[config.mk]
export PLATFORM = sky130hd
export DESIGN_NAME = mc_datapath_flat
export DESIGN_NICKNAME = d
export VERILOG_FILES = /design/src/rtl/mc_datapath_if.sv /design/src/rtl/mc_datapath.sv /design/src/flat_wrapper.sv
export SDC_FILE = /design/constraint.sdc
export NUM_CORES = 2
export LEC_CHECK = 0
export ABC_AREA = 1
export CORE_ASPECT_RATIO = 0.9
export CORE_UTILIZATION = 45
export DETAILED_ROUTE_END_ITERATION = 12
export SKIP_CTS_REPAIR_TIMING = 1
export SYNTH_ARGS = -nofsm -noshare
export SYNTH_HDL_FRONTEND = slang
export SYNTH_SLANG_ARGS = --single-unit
[constraint.sdc]
create_clock -name clk -period 4.2 [get_ports clk]
set_input_delay 0.84 -clock clk [delete_from_list [all_inputs] [get_ports clk]]
set_output_delay 0.84 -clock clk [all_outputs]
set_load 0.05 [all_outputs]
[src/rtl/mc_datapath_if.sv]
// Shared memory port of the multicycle datapath.
// The datapath is master; the memory model or fabric is slave.
interface mc_datapath_if #(
    parameter int unsigned ADDR_W = 32
);
    logic              mem_req;
    logic              mem_we;
    logic [ADDR_W-1:0] mem_addr;
    logic [31:0]       mem_wdata;
    logic [31:0]       mem_rdata;
    logic              mem_ack;

    modport master (
        output mem_req,
        output mem_we,
        output mem_addr,
        output mem_wdata,
        input  mem_rdata,
        input  mem_ack
    );

    modport slave (
        input  mem_req,
        input  mem_we,
        input  mem_addr,
        input  mem_wdata,
        output mem_rdata,
        output mem_ack
    );
endinterface

[src/rtl/mc_datapath.sv]
// Multicycle MIPS-subset datapath sharing one memory port
// between instruction fetch and load/store.
module mc_datapath #(
    parameter int unsigned       ADDR_W   = 32,
    parameter logic [ADDR_W-1:0] RESET_PC = '0,
    parameter int unsigned       LINK_REG = 31
) (
    input  logic              clk,
    input  logic              rst,
    mc_datapath_if.master     mem,
    output logic [ADDR_W-1:0] pc_out,
    output logic              halted,
    output logic [31:0]       retired
);
    typedef enum logic [2:0] {
        FETCH, DECODE, EXEC, MEM, WB, HALT
    } state_e;

    state_e            state_q, state_d;
    logic [ADDR_W-1:0] pc_q, pc_d;
    logic [31:0]       ir_q, ir_d;
    logic [31:0]       a_q, a_d;
    logic [31:0]       b_q, b_d;
    logic [31:0]       alu_q, alu_d;
    logic [31:0]       mdr_q, mdr_d;
    logic [31:0]       ret_q, ret_d;
    logic [31:0]       rf_q [32];

    logic        rf_we;
    logic [4:0]  rf_waddr;
    logic [31:0] rf_wdata;

    logic [5:0]  op, funct;
    logic [4:0]  rs, rt, rd;
    logic [31:0] simm, pc32, br_tgt, j_tgt;
    logic [31:0] alu_res;

    assign op    = ir_q[31:26];
    assign rs    = ir_q[25:21];
    assign rt    = ir_q[20:16];
    assign rd    = ir_q[15:11];
    assign funct = ir_q[5:0];
    assign simm  = {{16{ir_q[15]}}, ir_q[15:0]};
    assign pc32  = 32'(pc_q);

    // pc_q is already PC+4 once the instruction is in DECODE
    assign br_tgt = pc32 + {simm[29:0], 2'b00};
    assign j_tgt  = {pc32[31:28], ir_q[25:0], 2'b00};

    logic is_r, f_add, f_sub, f_and, f_or, f_slt, r_ok;
    logic is_addi, is_lw, is_sw, is_beq, is_j, is_jal;

    assign is_r    = op == 6'h00;
    assign f_add   = is_r && funct == 6'h20;
    assign f_sub   = is_r && funct == 6'h22;
    assign f_and   = is_r && funct == 6'h24;
    assign f_or    = is_r && funct == 6'h25;
    assign f_slt   = is_r && funct == 6'h2A;
    assign r_ok    = f_add | f_sub | f_and | f_or | f_slt;
    assign is_addi = op == 6'h08;
    assign is_lw   = op == 6'h23;
    assign is_sw   = op == 6'h2B;
    assign is_beq  = op == 6'h04;
    assign is_j    = op == 6'h02;
    assign is_jal  = op == 6'h03;

    always_comb begin
        alu_res = a_q + simm;
        unique case (1'b1)
            f_add:   alu_res = a_q + b_q;
            f_sub:   alu_res = a_q - b_q;
            f_and:   alu_res = a_q & b_q;
            f_or:    alu_res = a_q | b_q;
            f_slt:   alu_res = {31'b0, $signed(a_q) < $signed(b_q)};
            default: alu_res = a_q + simm;
        endcase
    end

    always_comb begin
        state_d  = state_q;
        pc_d     = pc_q;
        ir_d     = ir_q;
        a_d      = a_q;
        b_d      = b_q;
        alu_d    = alu_q;
        mdr_d    = mdr_q;
        ret_d    = ret_q;
        rf_we    = 1'b0;
        rf_waddr = rd;
        rf_wdata = alu_q;
        unique case (state_q)
            FETCH: begin
                if (mem.mem_ack) begin
                    ir_d    = mem.mem_rdata;
                    pc_d    = pc_q + ADDR_W'(4);
                    state_d = DECODE;
                end
            end
            DECODE: begin
                a_d   = rf_q[rs];
                b_d   = rf_q[rt];
                alu_d = br_tgt;
                unique case (1'b1)
                    is_j: begin
                        pc_d    = j_tgt[ADDR_W-1:0];
                        ret_d   = ret_q + 32'd1;
                        state_d = FETCH;
                    end
                    is_jal: begin
                        pc_d     = j_tgt[ADDR_W-1:0];
                        rf_we    = 1'b1;
                        rf_waddr = 5'(LINK_REG);
                        rf_wdata = pc32;
                        ret_d    = ret_q + 32'd1;
                        state_d  = FETCH;
                    end
                    (r_ok | is_addi | is_lw | is_sw | is_beq):
                        state_d = EXEC;
                    default: state_d = HALT;
                endcase
            end
            EXEC: begin
                unique case (1'b1)
                    is_beq: begin
                        if (a_q == b_q) pc_d = alu_q[ADDR_W-1:0];
                        ret_d   = ret_q + 32'd1;
                        state_d = FETCH;
                    end
                    (is_lw | is_sw): begin
                        alu_d   = alu_res;
                        state_d = MEM;
                    end
                    default: begin
                        alu_d   = alu_res;
                        state_d = WB;
                    end
                endcase
            end
            MEM: begin
                if (mem.mem_ack) begin
                    if (is_sw) begin
                        ret_d   = ret_q + 32'd1;
                        state_d = FETCH;
                    end else begin
                        mdr_d   = mem.mem_rdata;
                        state_d = WB;
                    end
                end
            end
            WB: begin
                rf_we    = 1'b1;
                rf_waddr = is_r ? rd : rt;
                rf_wdata = is_lw ? mdr_q : alu_q;
                ret_d    = ret_q + 32'd1;
                state_d  = FETCH;
            end
            HALT:    state_d = HALT;
            default: state_d = FETCH;
        endcase
    end

    always_ff @(posedge clk or negedge rst) begin
        if (!rst) begin
            state_q <= FETCH;
            pc_q    <= RESET_PC;
            ir_q    <= '0;
            a_q     <= '0;
            b_q     <= '0;
            alu_q   <= '0;
            mdr_q   <= '0;
            ret_q   <= '0;
        end else begin
            state_q <= state_d;
            pc_q    <= pc_d;
            ir_q    <= ir_d;
            a_q     <= a_d;
            b_q     <= b_d;
            alu_q   <= alu_d;
            mdr_q   <= mdr_d;
            ret_q   <= ret_d;
        end
    end

    // register 0 is never written, so it always reads zero
    always_ff @(posedge clk or negedge rst) begin
        if (!rst) begin
            for (int i = 0; i < 32; i++) rf_q[i] <= '0;
        end else if (rf_we && rf_waddr != 5'd0) begin
            rf_q[rf_waddr] <= rf_wdata;
        end
    end

    // request is gated by reset so an in-flight transfer drops at once
    assign mem.mem_req   = rst && (state_q == FETCH || state_q == MEM);
    assign mem.mem_we    = state_q == MEM && is_sw;
    assign mem.mem_addr  = state_q == MEM ? alu_q[ADDR_W-1:0] : pc_q;
    assign mem.mem_wdata = (state_q == MEM && is_sw) ? b_q : '0;

    assign pc_out  = pc_q;
    assign halted  = state_q == HALT;
    assign retired = ret_q;
endmodule

[src/flat_wrapper.sv]
// flat-port wrapper written by rule: the top's interface ports become plain ports
module mc_datapath_flat 
#(
    parameter int unsigned       ADDR_W   = 32,
    parameter logic [ADDR_W-1:0] RESET_PC = '0,
    parameter int unsigned       LINK_REG = 31
)
  (clk, rst, pc_out, halted, retired, mem_mem_req, mem_mem_we, mem_mem_addr, mem_mem_wdata, mem_mem_rdata, mem_mem_ack);
  mc_datapath_if #(.ADDR_W(ADDR_W)) mem_i ();
  input  logic clk;
  input  logic rst;
  output logic [ADDR_W-1:0] pc_out;
  output logic halted;
  output logic [31:0] retired;
  output wire logic [$bits(mem_i.mem_req)-1:0] mem_mem_req;
  output wire logic [$bits(mem_i.mem_we)-1:0] mem_mem_we;
  output wire logic [$bits(mem_i.mem_addr)-1:0] mem_mem_addr;
  output wire logic [$bits(mem_i.mem_wdata)-1:0] mem_mem_wdata;
  input wire logic [$bits(mem_i.mem_rdata)-1:0] mem_mem_rdata;
  input wire logic [$bits(mem_i.mem_ack)-1:0] mem_mem_ack;
  assign mem_mem_req = mem_i.mem_req;
  assign mem_mem_we = mem_i.mem_we;
  assign mem_mem_addr = mem_i.mem_addr;
  assign mem_mem_wdata = mem_i.mem_wdata;
  assign mem_i.mem_rdata = mem_mem_rdata;
  assign mem_i.mem_ack = mem_mem_ack;
  mc_datapath #(.ADDR_W(ADDR_W), .RESET_PC(RESET_PC), .LINK_REG(LINK_REG)) u_core (.clk(clk), .rst(rst), .mem(mem_i), .pc_out(pc_out), .halted(halted), .retired(retired));
endmodule
==> metrics.txt <==
RSZ-0062 raised after global routing=false; number of flops mapped to enable cells by yosys=0; clock slew at reported path FFs=60 ps; Critical Path Source Type=flop; hold_sp=u_core.rf_q[1007]$_DFFE_PN0P_; total negative slack=0 ps; wire per inst=27.93 µm; die area=165800 µm²; GRT Total Usage=40.27%; Comb power frac=56.5%; flop and latch count out of synthesis=1251; Sw Ratio=53.11%; Most used DFF post-synth=dfrtp_1; P&R area growth vs syn=14.18%; Synth Cell Area=73870 µm²; Critical R2R Capture=u_core.alu_q[28]$_DFFE_PN0P_; hpwl dp=221200 µm; Post-route DRC=0; Clk pwr share=16.7%; num rows=140; ANT nets after route=0; Max IR drop VDD=794.9 µV; gr ovfl total=0; max cap viols=0; Reg power frac=26.8%; Tot Pwr=79.82 mW; f_max=244.1 MHz; slowest CP cell=clkdlybuf4s50_1; met3 Use GR=10.85%; width of the die=429.1 µm; max-slew violations=0; asr flop ratio synth=100.0%; synthesized area per cell=7.280 µm²; Post-Synthesis Cells=10150; CTS Buf Count=146; Int Power=37.43 mW; Final Hold Vio Count=0; Final min period=4096 ps; DR vias/cell=6.326; share of cells above drive strength 1=6.967%; DR vias=77000; initial antenna violation count=19; vias in the first global route=70750; clock skew=102.1 ps; Cell Chain, Critical Path=inv_2 -> nor3_2 -> buf_12 -> o21ai_0 -> clkdlybuf4s50_1; first-pass GRT wire length=495400 µm; busiest grt layer=met2; FF-to-FF Start=u_core.ir_q[31]$_DFFE_PN0P_; WHS Path Cells=0; flop-to-flop setup slack=460 ps; DIE HEIGHT=386.4 µm; Req. time, crit path=3360 ps; I/O Buffers=165; Final Util=51.95%; CTS Buffer Depth=3; Rel. slew slack=18.34%; drt first pass iters=9; pwr/cell area=946.3 nW/µm²; met2 global-route usage=57.94%; status=complete, no violations; GR Util met1=55.41%; Seq/Total Area, Yosys=42.38%; later-pin clock latency in the skew report=830 ps; CP Class=reg -> out; crit-path max cell delay=980 ps; worst hold path type=reg -> reg; yosys warns=0; clock sink count=1251; worst slew pin tran=1224 ps; LEAKAGE=37.26 nW; htree depth=4; post-synth cell types=47; maximum fanout along the worst path=68; pin count of the biggest net entering global routing=199; Initial Util=45.49%; initial drt markers=11410; Worst Setup End Kind=primary output; Syn Nets=10340; P_sw=42.39 mW; CP arrival=3260 ps; TritonCTS clock tree=done; fin nets=10110; core box area=162400 µm²; I/O pin count=166; global placement routability congestion=1.055; Final setup viols=0; hold endpoint=u_core.rf_q[1007]$_DFFE_PN0P_; period utilisation layout=97.53%; R2R cell count=19; DRT Wirelength=340000 µm; CTS root buffer=clkbuf_16
[sequential cells by signal (all words and copies together), names as in the netlist]
signal,cells
u_core.a_q,32
u_core.alu_q,32
u_core.b_q,32
u_core.ir_q,32
u_core.mdr_q,32
u_core.pc_out,32
u_core.retired,32
u_core.rf_q,1024
u_core.state_q,3
[how the worst max path moves through the flow]
stage                                       start                end  cells past startpoint
floorplan           u_core.state_q[2]$_DFFE_PN0P_  mem_mem_wdata[10]                      6
global placement    u_core.state_q[2]$_DFFE_PN0P_  mem_mem_wdata[29]                      7
detailed placement  u_core.state_q[2]$_DFFE_PN0P_  mem_mem_wdata[22]                      7
CTS                 u_core.state_q[2]$_DFFE_PN0P_  mem_mem_wdata[22]                      7
global route        u_core.state_q[2]$_DFFE_PN0P_    mem_mem_addr[3]                      5
finish              u_core.state_q[1]$_DFFE_PN0P_    mem_mem_addr[3]                      5
[per-stage QoR]
stage / setup WS (ps) / instances / area (µm²) / hold slack (ps)
after CTS: -548.5 / 12160 / 84280 / -32.75
after detailed placement: 292.4 / 11890 / 79330 / 389.3
final: 103.6 / 12170 / 84350 / 400.5
after floorplan: 714.7 / 10150 / 73870 / 452.1
after global placement: 275.6 / 11890 / 79330 / 387.2
after global routing: 72.94 / 12160 / 84330 / 410.6
[synth_stat cells (all sizes together) (6+ instances only)]
master | number | area share [%]
a211o | 13 | 0.15
a211oi | 13 | 0.13
a21o | 6 | 0.061
a21oi | 567 | 3.8
a221oi | 29 | 0.34
a22oi | 30 | 0.30
a31o | 6 | 0.071
a31oi | 12 | 0.11
a32o | 16 | 0.22
buf | 49 | 0.29
clkbuf | 784 | 4.0
clkinv | 6 | 0.030
dfrtp | 1251 | 42
ha | 159 | 2.7
inv | 634 | 3.2
mux2 | 28 | 0.43
nand2 | 1965 | 10
nand3 | 281 | 1.9
nand3b | 18 | 0.18
nand4 | 42 | 0.36
nor2 | 1208 | 6.2
nor3 | 37 | 0.26
nor4 | 15 | 0.13
o211ai | 42 | 0.43
o21a | 35 | 0.36
o21ai | 2362 | 16
o21bai | 14 | 0.14
o221ai | 312 | 3.7
o22ai | 120 | 1.0
or2 | 6 | 0.051
xnor2 | 14 | 0.17
xor2 | 55 | 0.65
[cell usage in the layout, fill, tap and decap left out, drive strengths merged, types with 29 or more instances in the layout]
cell type	synthesis	layout
a21oi	567	567
a221oi	29	29
a22oi	30	30
buf	49	323
clkbuf	784	218
clkdlybuf4s50	0	130
clkinv	6	30
dfrtp	1251	1251
ha	159	159
inv	634	645
nand2	1965	1965
nand3	281	281
nand4	42	42
nor2	1208	1208
nor3	37	37
o211ai	42	42
o21a	35	35
o21ai	2362	2362
o221ai	312	312
o22ai	120	120
xor2	55	55
[routing by layer]
layer,routed length (µm),vias to the layer above
met1,139600,36980
li1,-,34040
met4,18910,20
met5,157,-
met3,40990,921
met2,140400,5037
[cells by family (layout without fill, tap and decap cells)]
family                     Yosys count  count (layout)  synth area share, %
AOI/OAI and AO/OA                 3580            3580                26.92
xor gates and xnor gates            69              69               0.8181
adders and majority gates          162             162                2.774
buffers and inverters             1473            1359                7.529
DFF                               1251            1251                42.38
muxes                               28              28               0.4268
other                                0               9                    0
and+or+nand+nor                   3584            3584                19.16
[worst max-delay path, delay by kind of cell (launching register included)]
family / cells / cell delay, ps
buf+inv: 3 / 1310
compound gates: 1 / 630
flops: 1 / 440
simple gates: 1 / 60
[power by group through the flow]
| stage | Sequential, mW | Combinational [mW] | Clock, mW |
|---|---|---|---|
| after floorplan | 19.9 | 26.7 | 0 |
| final | 21.4 | 45.1 | 13.3 |
| after detailed placement | 21.2 | 43.6 | 0 |
| after CTS | 21.1 | 43.8 | 13.4 |
| after global routing | 21.7 | 48.5 | 13.9 |
| after global placement | 21.1 | 43.2 | 0 |
[cell type report]
class / instances / area [µm²]
Inverter: 640 / 2451
Multi-Input combinational cell: 7423 / 37790
Clock inverter: 46 / 691.9
Fill cell: 15820 / 78030
Antenna cell: 9 / 22.52
Clock buffer: 218 / 4254
Sequential cell: 1251 / 31340
Timing Repair inverter: 1 / 7.507
Timing Repair Buffer: 454 / 5132
Tap cell: 2130 / 2665
Note: power is estimated with default switching activity, not from simulation.
